### config.mk
export PLATFORM = sky130hd
export DESIGN_NAME = panel_frame_sched
export DESIGN_NICKNAME = d
export VERILOG_FILES = /design/src/rtl/panel_frame_sched.sv
export SDC_FILE = /design/constraint.sdc
export NUM_CORES = 1
export LEC_CHECK = 0
export ABC_AREA = 0
export CAP_MARGIN = 0
export CORE_MARGIN = 3
export CORE_UTILIZATION = 30
export CTS_CLUSTER_DIAMETER = 80
export DETAILED_ROUTE_END_ITERATION = 7
export HOLD_SLACK_MARGIN = 0.06
export SLEW_MARGIN = 30
export SYNTH_ARGS = -nofsm -noshare
export SYNTH_HDL_FRONTEND = slang
export SYNTH_SLANG_ARGS = --single-unit
### constraint.sdc
create_clock -name clk -period 12.6 [get_ports clk]
set_clock_uncertainty 0.2 [all_clocks]
set_input_delay 2.52 -clock clk [delete_from_list [all_inputs] [get_ports clk]]
set_output_delay 2.52 -clock clk [all_outputs]
set_load 0.01 [all_outputs]
### src/rtl/panel_frame_sched.sv
// Frame-level scheduler for ledpanel: double-buffer handoff at frame boundaries,
// shadowed panel configuration, panel enable/reset sequencing and a frame watchdog.
module panel_frame_sched #(
  parameter int unsigned N_ROWS_MAX    = 64,
  parameter int unsigned N_COLS_MAX    = 256,
  parameter int unsigned BITDEPTH_MAX  = 8,
  parameter int unsigned LSB_BLANK_MAX = 200,
  parameter int unsigned RST_CYCLES    = 4,
  parameter int unsigned FRAME_TIMEOUT = 2**24
) (
  input  logic        clk,
  input  logic        ctrl_rst,
  input  logic        run_en,
  input  logic [31:0] cfg_n_rows,
  input  logic [31:0] cfg_n_cols,
  input  logic [31:0] cfg_bitdepth,
  input  logic [31:0] cfg_lsb_blank,
  input  logic        cfg_valid,
  output logic        cfg_ready,
  output logic        cfg_err,
  input  logic        wr_swap_req,
  output logic        wr_swap_ack,
  output logic        wr_buffer,
  input  logic        frame_done,
  output logic        disp_buffer,
  output logic        panel_en,
  output logic        panel_rst,
  output logic [31:0] panel_n_rows,
  output logic [31:0] panel_n_cols,
  output logic [31:0] panel_bitdepth,
  output logic [31:0] panel_lsb_blank,
  output logic        fault
);

  localparam int unsigned WD_W = (FRAME_TIMEOUT > 1) ? $clog2(FRAME_TIMEOUT) : 1;
  localparam int unsigned RC_W = (RST_CYCLES > 1) ? $clog2(RST_CYCLES) : 1;

  typedef enum logic [1:0] {IDLE, LOAD, PRST, RUN} state_t;

  state_t state, state_nx;

  logic            cfg_pending;
  logic            swap_pending;
  logic            req_d;
  logic [31:0]     shadow_rows;
  logic [31:0]     shadow_cols;
  logic [31:0]     shadow_bitdepth;
  logic [31:0]     shadow_lsb_blank;
  logic [RC_W-1:0] rcnt;
  logic [WD_W-1:0] wd;

  logic cfg_ok;
  logic accept;
  logic req_edge;
  logic swap_want;
  logic do_swap;
  logic wd_expire;
  logic wd_fire;
  logic rst_last;

  always_comb begin
    cfg_ok = (cfg_n_rows >= 32'd2) && (cfg_n_rows <= N_ROWS_MAX) && !cfg_n_rows[0] &&
             (cfg_n_cols >= 32'd1) && (cfg_n_cols <= N_COLS_MAX) &&
             (cfg_bitdepth >= 32'd1) && (cfg_bitdepth <= BITDEPTH_MAX) &&
             (cfg_lsb_blank >= 32'd1) && (cfg_lsb_blank <= LSB_BLANK_MAX);
  end

  // The pending flag holds an edge until a frame boundary; holding the request
  // high after an ack produces no further edge, so no second swap.
  assign accept    = cfg_valid && cfg_ready;
  assign req_edge  = wr_swap_req && !req_d;
  assign swap_want = swap_pending || req_edge;
  assign wd_expire = (wd == WD_W'(FRAME_TIMEOUT - 1));
  assign wd_fire   = (state == RUN) && !frame_done && wd_expire;
  assign rst_last  = (rcnt == RC_W'(RST_CYCLES - 1));

  always_ff @(posedge clk or posedge ctrl_rst) begin
    if (ctrl_rst) state <= IDLE;
    else          state <= state_nx;
  end

  always_comb begin
    state_nx = state;
    do_swap  = 1'b0;
    case (state)
      IDLE: begin
        do_swap = swap_want;
        if (run_en || cfg_pending) state_nx = LOAD;
      end
      LOAD: state_nx = PRST;
      PRST: if (rst_last) state_nx = RUN;
      RUN: begin
        if (frame_done) begin
          do_swap = swap_want;
          if (cfg_pending) state_nx = LOAD;
        end else if (wd_expire) begin
          state_nx = LOAD;
        end
      end
      default: state_nx = IDLE;
    endcase
    if (!run_en && (state != IDLE)) state_nx = IDLE;
  end

  always_ff @(posedge clk or posedge ctrl_rst) begin
    if (ctrl_rst) begin
      panel_en         <= 1'b0;
      panel_rst        <= 1'b1;
      panel_n_rows     <= N_ROWS_MAX;
      panel_n_cols     <= N_COLS_MAX;
      panel_bitdepth   <= BITDEPTH_MAX;
      panel_lsb_blank  <= LSB_BLANK_MAX;
      shadow_rows      <= '0;
      shadow_cols      <= '0;
      shadow_bitdepth  <= '0;
      shadow_lsb_blank <= '0;
      disp_buffer      <= 1'b0;
      wr_buffer        <= 1'b1;
      cfg_ready        <= 1'b1;
      cfg_err          <= 1'b0;
      cfg_pending      <= 1'b0;
      wr_swap_ack      <= 1'b0;
      swap_pending     <= 1'b0;
      req_d            <= 1'b0;
      fault            <= 1'b0;
      rcnt             <= '0;
      wd               <= '0;
    end else begin
      req_d     <= wr_swap_req;
      // Outputs follow the next state so they line up with the state they describe.
      panel_en  <= (state_nx == RUN);
      panel_rst <= (state_nx == PRST);
      rcnt      <= ((state == PRST) && (state_nx == PRST)) ? rcnt + 1'b1 : '0;
      wd        <= ((state == RUN) && (state_nx == RUN) && !frame_done) ? wd + 1'b1 : '0;

      if (wd_fire) fault <= 1'b1;

      wr_swap_ack <= do_swap;
      disp_buffer <= disp_buffer ^ do_swap;
      wr_buffer   <= ~(disp_buffer ^ do_swap);
      if (do_swap)       swap_pending <= 1'b0;
      else if (req_edge) swap_pending <= 1'b1;

      if ((state == LOAD) && cfg_pending) begin
        panel_n_rows    <= shadow_rows;
        panel_n_cols    <= shadow_cols;
        panel_bitdepth  <= shadow_bitdepth;
        panel_lsb_blank <= shadow_lsb_blank;
        cfg_pending     <= 1'b0;
        cfg_ready       <= 1'b1;
      end

      // cfg_ready is low whenever a config is pending, so this never collides with the copy above.
      if (accept) begin
        if (cfg_ok) begin
          shadow_rows      <= cfg_n_rows;
          shadow_cols      <= cfg_n_cols;
          shadow_bitdepth  <= cfg_bitdepth;
          shadow_lsb_blank <= cfg_lsb_blank;
          cfg_pending      <= 1'b1;
          cfg_ready        <= 1'b0;
          cfg_err          <= 1'b0;
        end else begin
          cfg_err <= 1'b1;
        end
      end
    end
  end

endmodule

# Word level (Yosys, flattened, before mapping)
# Cells that the tools add are included.
dict set report op_classes {
  n_addsub 2
  n_lt_le_gt_ge 8
  n_eq_ne 7
  mux 20
  bitwise_logic 2
  n_reduce_logical 27
}
# operator count
set op_table {}
lappend op_table {{$ge 32x1->1 const B} 3}
lappend op_table {{$ge 32x2->1 const B} 1}
lappend op_table {{$le 32x4->1 const B} 1}
lappend op_table {{$le 32x7->1 const B} 1}
lappend op_table {{$le 32x8->1 const B} 1}
lappend op_table {{$le 32x9->1 const B} 1}
lappend op_table {{$add 24x1->24 const B} 1}
lappend op_table {{$eq 24x24->1 const B} 1}
lappend op_table {{$mux 24} 1}
lappend op_table {{$logic_and 1x1->1} 17}
lappend op_table {{$mux 2} 7}
lappend op_table {{$eq 2x2->1 const B} 5}
lappend op_table {{$mux 1} 10}
lappend op_table {{$pmux 2 s4} 1}
lappend op_table {{$logic_not 1->1} 4}
lappend op_table {{$reduce_bool 2->1} 2}
lappend op_table {{$add 2x1->2 const B} 1}
lappend op_table {{$eq 2x1->1 const B} 1}
lappend op_table {{$logic_not 2->1} 1}
lappend op_table {{$logic_or 1x1->1} 2}
lappend op_table {{$pmux 1 s2} 1}
lappend op_table {{$reduce_and 2->1} 1}
lappend op_table {{$not 1->1} 1}
lappend op_table {{$xor 1x1->1} 1}
dict set report totals {
  regBits 295
  input_bits 134
  out_inout_bits 136
  elab_cells 88
}

# Depth between registers and ports, before layout
# Gate-level depths: netlist of run 1.
dict set report logic_depth {
  depth_word 11
  mapped_depth 8
  depth_no_buf 7
}

# Worst setup path before layout of run 1
# Ideal clock, no wire load.
dict set report synth_timing {
  kind {input-to-reg}
  startpoint {in cfg_n_rows[2]}
  endpoint {reg shadow_lsb_blank[0]}
  setup_ns 0.125
  t_arrival_ns 4.385
  required_time_ns 12.275
  path_slack_ns 7.891
  cell_stages 6
  path_buffers 1
  path_cell_list {or4_1 > nor4b_2 > o221ai_1 > nor4_4 > buf_2 > mux2_2}
}
dict set report synth_via {
  elab_chain_cells 10
  elab_cells_between_ends 11
  classes_between {2 x order compare; 9 x reduce/logical}
}
# element line
set synth_rtl {}
lappend synth_rtl {{start, declared} 14} ;# input logic [31:0] cfg_n_rows,
lappend synth_rtl {{$ge 32x2->1 / $le 32x7->1 (equally long branches)} 62} ;# cfg_ok = (cfg_n_rows >= 32'd2) && (cfg_n_rows <= N_ROWS_MAX) && !cfg_n_rows[0] &&
lappend synth_rtl {{$logic_and 1x1->1 * (3 in series)} 62}
lappend synth_rtl {{$logic_and 1x1->1 * (2 in series)} 63} ;# (cfg_n_cols >= 32'd1) && (cfg_n_cols <= N_COLS_MAX) &&
lappend synth_rtl {{$logic_and 1x1->1 * (2 in series)} 64} ;# (cfg_bitdepth >= 32'd1) && (cfg_bitdepth <= BITDEPTH_MAX) &&
lappend synth_rtl {{$logic_and 1x1->1 *} 65} ;# (cfg_lsb_blank >= 32'd1) && (cfg_lsb_blank <= LSB_BLANK_MAX);
lappend synth_rtl {{$reduce_and 2->1 (no source line) *} -}
lappend synth_rtl {{end signal, assigned} 159} ;# shadow_lsb_blank <= cfg_lsb_blank;
lappend synth_rtl {{end, declared} 48} ;# logic [31:0] shadow_lsb_blank;
# Every way passes the cells marked *; elsewhere a longest branch is shown, timed or not.
# A chain may end at the register's enable or synchronous reset.

# Worst setup path after layout of run 1
dict set report layout_timing {
  startpoint {in cfg_n_cols[12]}
  endpoint {reg shadow_cols[1]}
}
dict set report layout_via {
  elab_chain_cells 8
  elab_cells_between_ends 9
  classes_between {2 x order compare; 7 x reduce/logical}
}
# element line
set layout_rtl {}
lappend layout_rtl {{start, declared} 15} ;# input logic [31:0] cfg_n_cols,
lappend layout_rtl {{$ge 32x1->1} 63}
lappend layout_rtl {{$logic_and 1x1->1} 62}
lappend layout_rtl {{$logic_and 1x1->1 * (2 in series)} 63}
lappend layout_rtl {{$logic_and 1x1->1 * (2 in series)} 64}
lappend layout_rtl {{$logic_and 1x1->1 *} 65}
lappend layout_rtl {{$reduce_and 2->1 (no source line) *} -}
lappend layout_rtl {{end signal, assigned} 157} ;# shadow_cols <= cfg_n_cols;
lappend layout_rtl {{end, declared} 46} ;# logic [31:0] shadow_cols;
# Marks and branches as above.

==> flow_metrics.py, run 1 <==
metrics = {
    "routing": {
        "drtIter0Drc": 191,
        "drt_first_pass_iters": 4,
        "vias": 6940,
        "drc": 0,
        "viasPerCell": 4.495,
        "routed_wl_um": 25300,
        "post_drt_wl_per_cell_um": 16.39,
        "postRouteAntennaNets": 0,
    },
    "hold_path": {
        "min_from": "fault",
        "hp-class": "reg -> reg",
    },
    "floorplan": {
        "die_area_mm2": 0.03931,
        "die_x_um": 198.3,
        "coreArea_mm2": 0.03600,
        "start_util_pct": 30.81,
        "num_rows": 69,
        "die_h_um": 198.3,
        "ioPinCount": 270,
    },
    "clock_network": {
        "cts_hold_buf": 0,
        "postCtsSetupBuffers": 0,
        "clock_latency_ns": 0.50,
        "root_buffer": "clkbuf_16",
        "clock_sink_count": 295,
        "cts_made_buffers": 34,
        "clk_pin_slew_worst_paths_ns": 0.06,
        "cts_resized": 0,
        "clockBufferDepth": 3,
        "ctsHtreeMaxLevel": 2,
        "cts_tree": "built",
    },
    "grt": {
        "grt_use_total_pct": 12.63,
        "gr-usage-met3_pct": 3.182,
        "grt_overflow": 0,
        "grt_pass1_vias": 7201,
        "grt_max_degree": 177,
        "antenna_found_initial": 0,
        "grt_use_met2_pct": 20.94,
        "grt_pass1_wl_um": 39680,
        "top_usage_layer": "met2",
        "grt_use_met1_pct": 16.66,
    },
    "worst_setup_path": {
        "critical_path_depth": 7,
        "critical_path.max_stage_delay_ns": 0.88,
        "rrSetupSlack_ns": 9.59,
        "path_buf_inv": 2,
        "r2r-start": "cfg_ready",
        "worstPathMaxFanout": 68,
        "cpLargestDelayFamily": "simple AND/OR/NAND/NOR gates",
        "path_cells": "clkdlybuf4s50_1 -> nor4_1 -> nand4_1 -> or4_1 -> nor4_4 -> buf_4 -> mux2_2",
        "required_ns": 12.78,
        "reg2reg_depth": 5,
        "crit_path_end": "shadow_cols[1]",
        "r2r-end": "shadow_cols[1]",
        "arrival_ns": 6.05,
        "crit_slowest_cell": "nor4_1",
        "critPathKind": "in -> reg",
        "worstSetupStartpointType": "input pin",
        "cp-startpoint": "cfg_n_cols[12]",
        "endpoint_kind": "flop",
    },
    "logic_synthesis": {
        "ys_types": 42,
        "syn-num-nets": 916,
        "yosys.area.top_type": "dfrtp_1",
        "seq_area_frac_synth_pct": 66.66,
        "yosysWarnings": 0,
        "netlist_instances": 776,
        "avgSynthCellArea_um2": 14.29,
        "synth_area_leaders": "dfrtp_1 65%, mux2_2 15%, nor2b_1 5.8%",
        "synth_top_area_share_pct": 64.53,
        "synthesis.area_mm2": 0.01109,
        "ys_ff_latch": 295,
    },
    "timing": {
        "setup_viol": 0,
        "drv_slew": 0,
        "rsz0062_at_grt": "no",
        "tightest_slew_ns": 1.024,
        "min_period_ns": 5.872,
        "relSlewSlack_pct": 31.12,
        "post-route-period-util_pct": 46.60,
        "fmax_mhz": 170.3,
        "finalHoldViolations": 0,
        "setup_tns_ns": 0,
    },
    "cells_and_area": {
        "multi_input_area_mm2": 0.003537,
        "layout-drive-gt1-share_pct": 21.24,
        "n_fill_cell": 3302,
        "nNetsFinal": 1198,
        "final_common_cell": "dfrtp_1",
        "mostFrequentLayoutCells": "286 x dfrtp_1, 269 x clkdlybuf4s50_1, 151 x mux2_2",
        "instances_no_fill": 1544,
        "syn_to_final_growth_pct": 39.46,
        "diodes": 0,
        "regArea_mm2": 0.007393,
    },
    "power": {
        "p_per_area_mw_per_mm2": 134.9,
        "p_leak_uw": 0.007324,
        "peakVddDrop_uv": 97.34,
    },
    "run": {
        "drv_cap": 0,
    },
    "placement": {
        "io_buffers": 269,
        "routabilityCongestion": 0.7545,
        "dp.cells": 1482,
        "dpl.hpwl_um": 17090,
    },
    "status": {
        "status": "finished clean",
    },
}
how the worst min path moves through the flow:
stage / slack [ns] / end / cells after the start
4_1_cts: 0.29 / fault / 2
6_report: 0.28 / fault / 2
2_1_floorplan: 0.25 / swap_pending / 2
3_5_place_dp: 0.27 / fault / 2
3_3_place_gp: 0.26 / fault / 2
5_1_grt: 0.29 / shadow_lsb_blank[6] / 1
layout make-up:
type,count,area share [%]
flip-flops and latches,295,47.80
multi-input cells,439,22.87
repair buffers,277,18.01
clock buffers,46,6.116
well taps,461,3.729
clock inverters,15,1.165
inverters,11,0.3155
stage by stage:
stage                     total power [µW]  area [µm²]  hold WS (ns)  worst slack (ns)  utilization, %
after detailed placement              1127       14310        0.2739             6.215           39.74
after global placement                1126       14310        0.2643             6.210           39.74
after CTS                             2121       15430        0.2878             6.744           42.87
after floorplan                       1046       11090        0.2491             1.747               -
after global routing                  2174       15470        0.2949             6.585           42.96
final                                 2086       15470        0.2759             6.728           42.96
worst reg2reg max path: stages, from the launching register on:
cell and delay, ns:
dfstp_2 0.55, nand4_1 0.23, a311o_1 0.46, nor4_4 0.32, buf_4 0.68, mux2_2 0.46
report_power, final:
group / switching, µW / total (µW) / internal [µW]
clock network: 384 / 977 / 593
registers: 6.87 / 969 / 962
logic: 69.8 / 140 / 70.7
cell families (layout without fill, tap and decap cells):
| group | count (synthesis) | count (layout) | share of synthesized area [%] |
|---|---|---|---|
| adders and majority gates | 6 | 6 | 0.6769 |
| AOI/OAI and AO/OA | 17 | 17 | 1.083 |
| DFF | 295 | 295 | 66.66 |
| and+or+nand+nor | 237 | 237 | 12.33 |
| xor gates and xnor gates | 24 | 24 | 1.895 |
| buffers and inverters | 42 | 349 | 1.613 |
| muxes | 155 | 155 | 15.74 |
registers in the layout, indices dropped and copies added, names as in the netlist, 24 cells and up:
signal / count
panel_bitdepth: 32
panel_lsb_blank: 32
panel_n_cols: 32
panel_n_rows: 32
shadow_bitdepth: 32
shadow_cols: 32
shadow_lsb_blank: 32
shadow_rows: 32
wd: 24
cells in the mapped netlist:
| cell | n |
|---|---|
| o31ai_1 | 1 |
| mux2_1 | 4 |
| dfrtp_1 | 286 |
| buf_1 | 1 |
| o22ai_1 | 1 |
| ha_1 | 6 |
| o221ai_1 | 1 |
| dfstp_2 | 9 |
| o21a_1 | 1 |
| a21oi_1 | 4 |
| o21ai_1 | 1 |
| and3b_1 | 1 |
| nand3_1 | 16 |
| buf_4 | 2 |
| mux2_2 | 151 |
| inv_1 | 11 |
| a31oi_1 | 2 |
| a21bo_2 | 1 |
| a311o_1 | 1 |
| nand2b_1 | 1 |
| or3_1 | 3 |
| xnor2_1 | 6 |
| nor4b_2 | 1 |
| nor4_4 | 1 |
| o21ai_0 | 1 |
| nand2_1 | 9 |
| or2_2 | 1 |
| and4_1 | 2 |
| o21ba_2 | 1 |
| o32a_1 | 1 |
| nor3_1 | 11 |
| buf_2 | 11 |
| nand4_1 | 13 |
| a21o_1 | 1 |
| nor2_1 | 38 |
| or4_1 | 2 |
| xor2_1 | 18 |
| and3_1 | 7 |
| nor4_1 | 28 |
| clkbuf_1 | 17 |
| nor2b_1 | 102 |
| nand4b_1 | 1 |
metal layers:
layer | wire [µm] | vias up
met5 | 0 | -
met4 | 449 | 0
met3 | 1648 | 35
met2 | 12250 | 191
met1 | 10950 | 3465
li1 | - | 3249
No activity file was read; power rests on OpenSTA's default activity.
==> run 2: changes to the inputs <==
==> constraint.sdc (replaced) <==
create_clock -name clk -period 5 [get_ports clk]
set_clock_uncertainty 0.2 [all_clocks]
set_input_delay 1 -clock clk [delete_from_list [all_inputs] [get_ports clk]]
set_output_delay 1 -clock clk [all_outputs]
set_load 0.01 [all_outputs]
==> run 2 against run 1 <==
Setup slack got worse by 5.7 ns. Die area stayed put. Non-clock buffer count up 3. Via count grew 0.88%. Combinational power grew to 2.5 times the previous value. Largest cell class unchanged.
==> flow_metrics.py, run 2 (synthesis results as in run 1) <==
metrics = {
    "clock_network": {
        "cts_resized": 0,
        "ctsHtreeMaxLevel": 2,
        "clockBufferDepth": 3,
        "cts_tree": "built",
        "root_buffer": "clkbuf_16",
        "cts_made_buffers": 34,
        "clk_pin_slew_worst_paths_ns": 0.06,
        "clock_latency_ns": 0.50,
        "postCtsSetupBuffers": 0,
        "cts_hold_buf": 0,
        "clock_sink_count": 295,
    },
    "grt": {
        "grt_max_degree": 106,
        "antenna_found_initial": 3,
        "grt_overflow": 0,
        "grt_pass1_vias": 7306,
        "grt_use_total_pct": 13.39,
        "grt_pass1_wl_um": 41480,
    },
    "worst_setup_path": {
        "worstSetupStartpointType": "input pin",
        "path_cells": "clkdlybuf4s50_1 -> nor4_1 -> nand4_1 -> or4_1 -> nor4_4 -> buf_4 -> mux2_2",
        "worstPathMaxFanout": 33,
        "required_ns": 5.17,
        "critPathKind": "in -> reg",
        "crit_slowest_cell": "or4_1",
        "arrival_ns": 4.16,
        "critical_path.max_stage_delay_ns": 0.73,
        "endpoint_kind": "flop",
    },
    "routing": {
        "drc": 0,
        "vias": 7001,
        "postRouteAntennaNets": 0,
        "routed_wl_um": 26520,
        "post_drt_wl_per_cell_um": 17.12,
        "viasPerCell": 4.520,
        "drt_first_pass_iters": 4,
        "drtIter0Drc": 240,
    },
    "power": {
        "seqPwrFrac_pct": 44.7,
        "p_leak_uw": 0.007400,
        "p_sw_uw": 1140,
        "pwr-share-clk_pct": 48.9,
        "peakVddDrop_uv": 167.2,
        "internal-power_uw": 4328,
        "p_per_area_mw_per_mm2": 350.0,
        "combPwrFrac_pct": 6.4,
        "switching_share_pct": 20.84,
    },
    "cells_and_area": {
        "layout-drive-gt1-share_pct": 21.64,
        "syn_to_final_growth_pct": 40.86,
        "mostFrequentLayoutCells": "286 x dfrtp_1, 269 x clkdlybuf4s50_1, 151 x mux2_2",
        "final_common_cell": "dfrtp_1",
        "n_fill_cell": 3310,
        "final_area_mm2": 0.01562,
        "nNetsFinal": 1201,
        "regArea_mm2": 0.007393,
        "multi_input_area_mm2": 0.003543,
        "instances_no_fill": 1549,
        "fin_util_pct": 43.39,
    },
    "placement": {
        "routabilityCongestion": 0.7818,
        "placed_area_mm2": 0.01438,
        "dpl.hpwl_um": 18290,
        "io_buffers": 269,
        "dp.cells": 1486,
    },
    "hold_path": {
        "hp-class": "reg -> reg",
    },
    "timing": {
        "relSlewSlack_pct": 34.95,
        "whs_ns": 0.2829,
        "fmax_mhz": 250.8,
        "min_period_ns": 3.987,
        "setup_viol": 0,
        "rsz0062_at_grt": "no",
        "post-route-period-util_pct": 79.74,
        "finalHoldViolations": 0,
        "setup_tns_ns": 0,
        "drv_slew": 0,
        "tightest_slew_ns": 0.9758,
    },
    "floorplan": {
        "die_x_um": 198.3,
        "die_h_um": 198.3,
        "ioPinCount": 270,
        "coreArea_mm2": 0.03600,
        "die_area_mm2": 0.03931,
        "start_util_pct": 30.81,
        "num_rows": 69,
    },
    "run": {
        "drv_cap": 0,
    },
    "status": {
        "status": "finished clean",
    },
}
==> run 2: per-layer routing <==
metal / GRT usage [%] / wire length (µm)
met5: 0 / 20
met3: 4.356 / 2068
met2: 21.32 / 12380
met1: 17.58 / 11480
met4: 3.906 / 569
==> run 2: final cells by class <==
cell class	count	area share, %
repair buffers	280	18.08
well taps	461	3.692
clock buffers	50	6.543
clock inverters	11	1.354
multi-input cells	439	22.68
flip-flops and latches	295	47.32
inverters	11	0.2883
diodes	2	0.03204
==> run 2: final timing paths <==
path	start	to	slack [ns]	cells past startpoint
min in group asynchronous	ctrl_rst	panel_lsb_blank[28]	0.81	2
max reg2reg	cfg_ready	shadow_rows[2]	2.24	5
min	shadow_rows[6]	shadow_rows[6]	0.28	1
max in group asynchronous	ctrl_rst	shadow_cols[3]	2.78	3
min reg2reg	shadow_rows[6]	shadow_rows[6]	0.28	1
max	cfg_lsb_blank[30]	shadow_rows[2]	1.01	7
==> run 2: metrics by stage <==
stage                     power, µW  setup slack, ns
after floorplan                2637          -0.1098
after global placement         2838           0.4092
after detailed placement       2840           0.4769
after CTS                      5566            1.000
after global routing           5703           0.8721
final                          5468            1.013
==> run 2: power by group through the flow <==
stage | registers, µW | logic (µW) | clock network, µW
final | 2440 | 350 | 2680
after global routing | 2440 | 391 | 2870
after CTS | 2440 | 359 | 2770
after detailed placement | 2480 | 356 | 0
after global placement | 2480 | 354 | 0
after floorplan | 2490 | 146 | 0
==> run 2: worst max-delay path: cells and delay by family <==
family	cells	cell delay (ns)
buffers and inverters	2	0.83
multiplexers	1	0.38
AND/OR/NAND/NOR	4	1.93
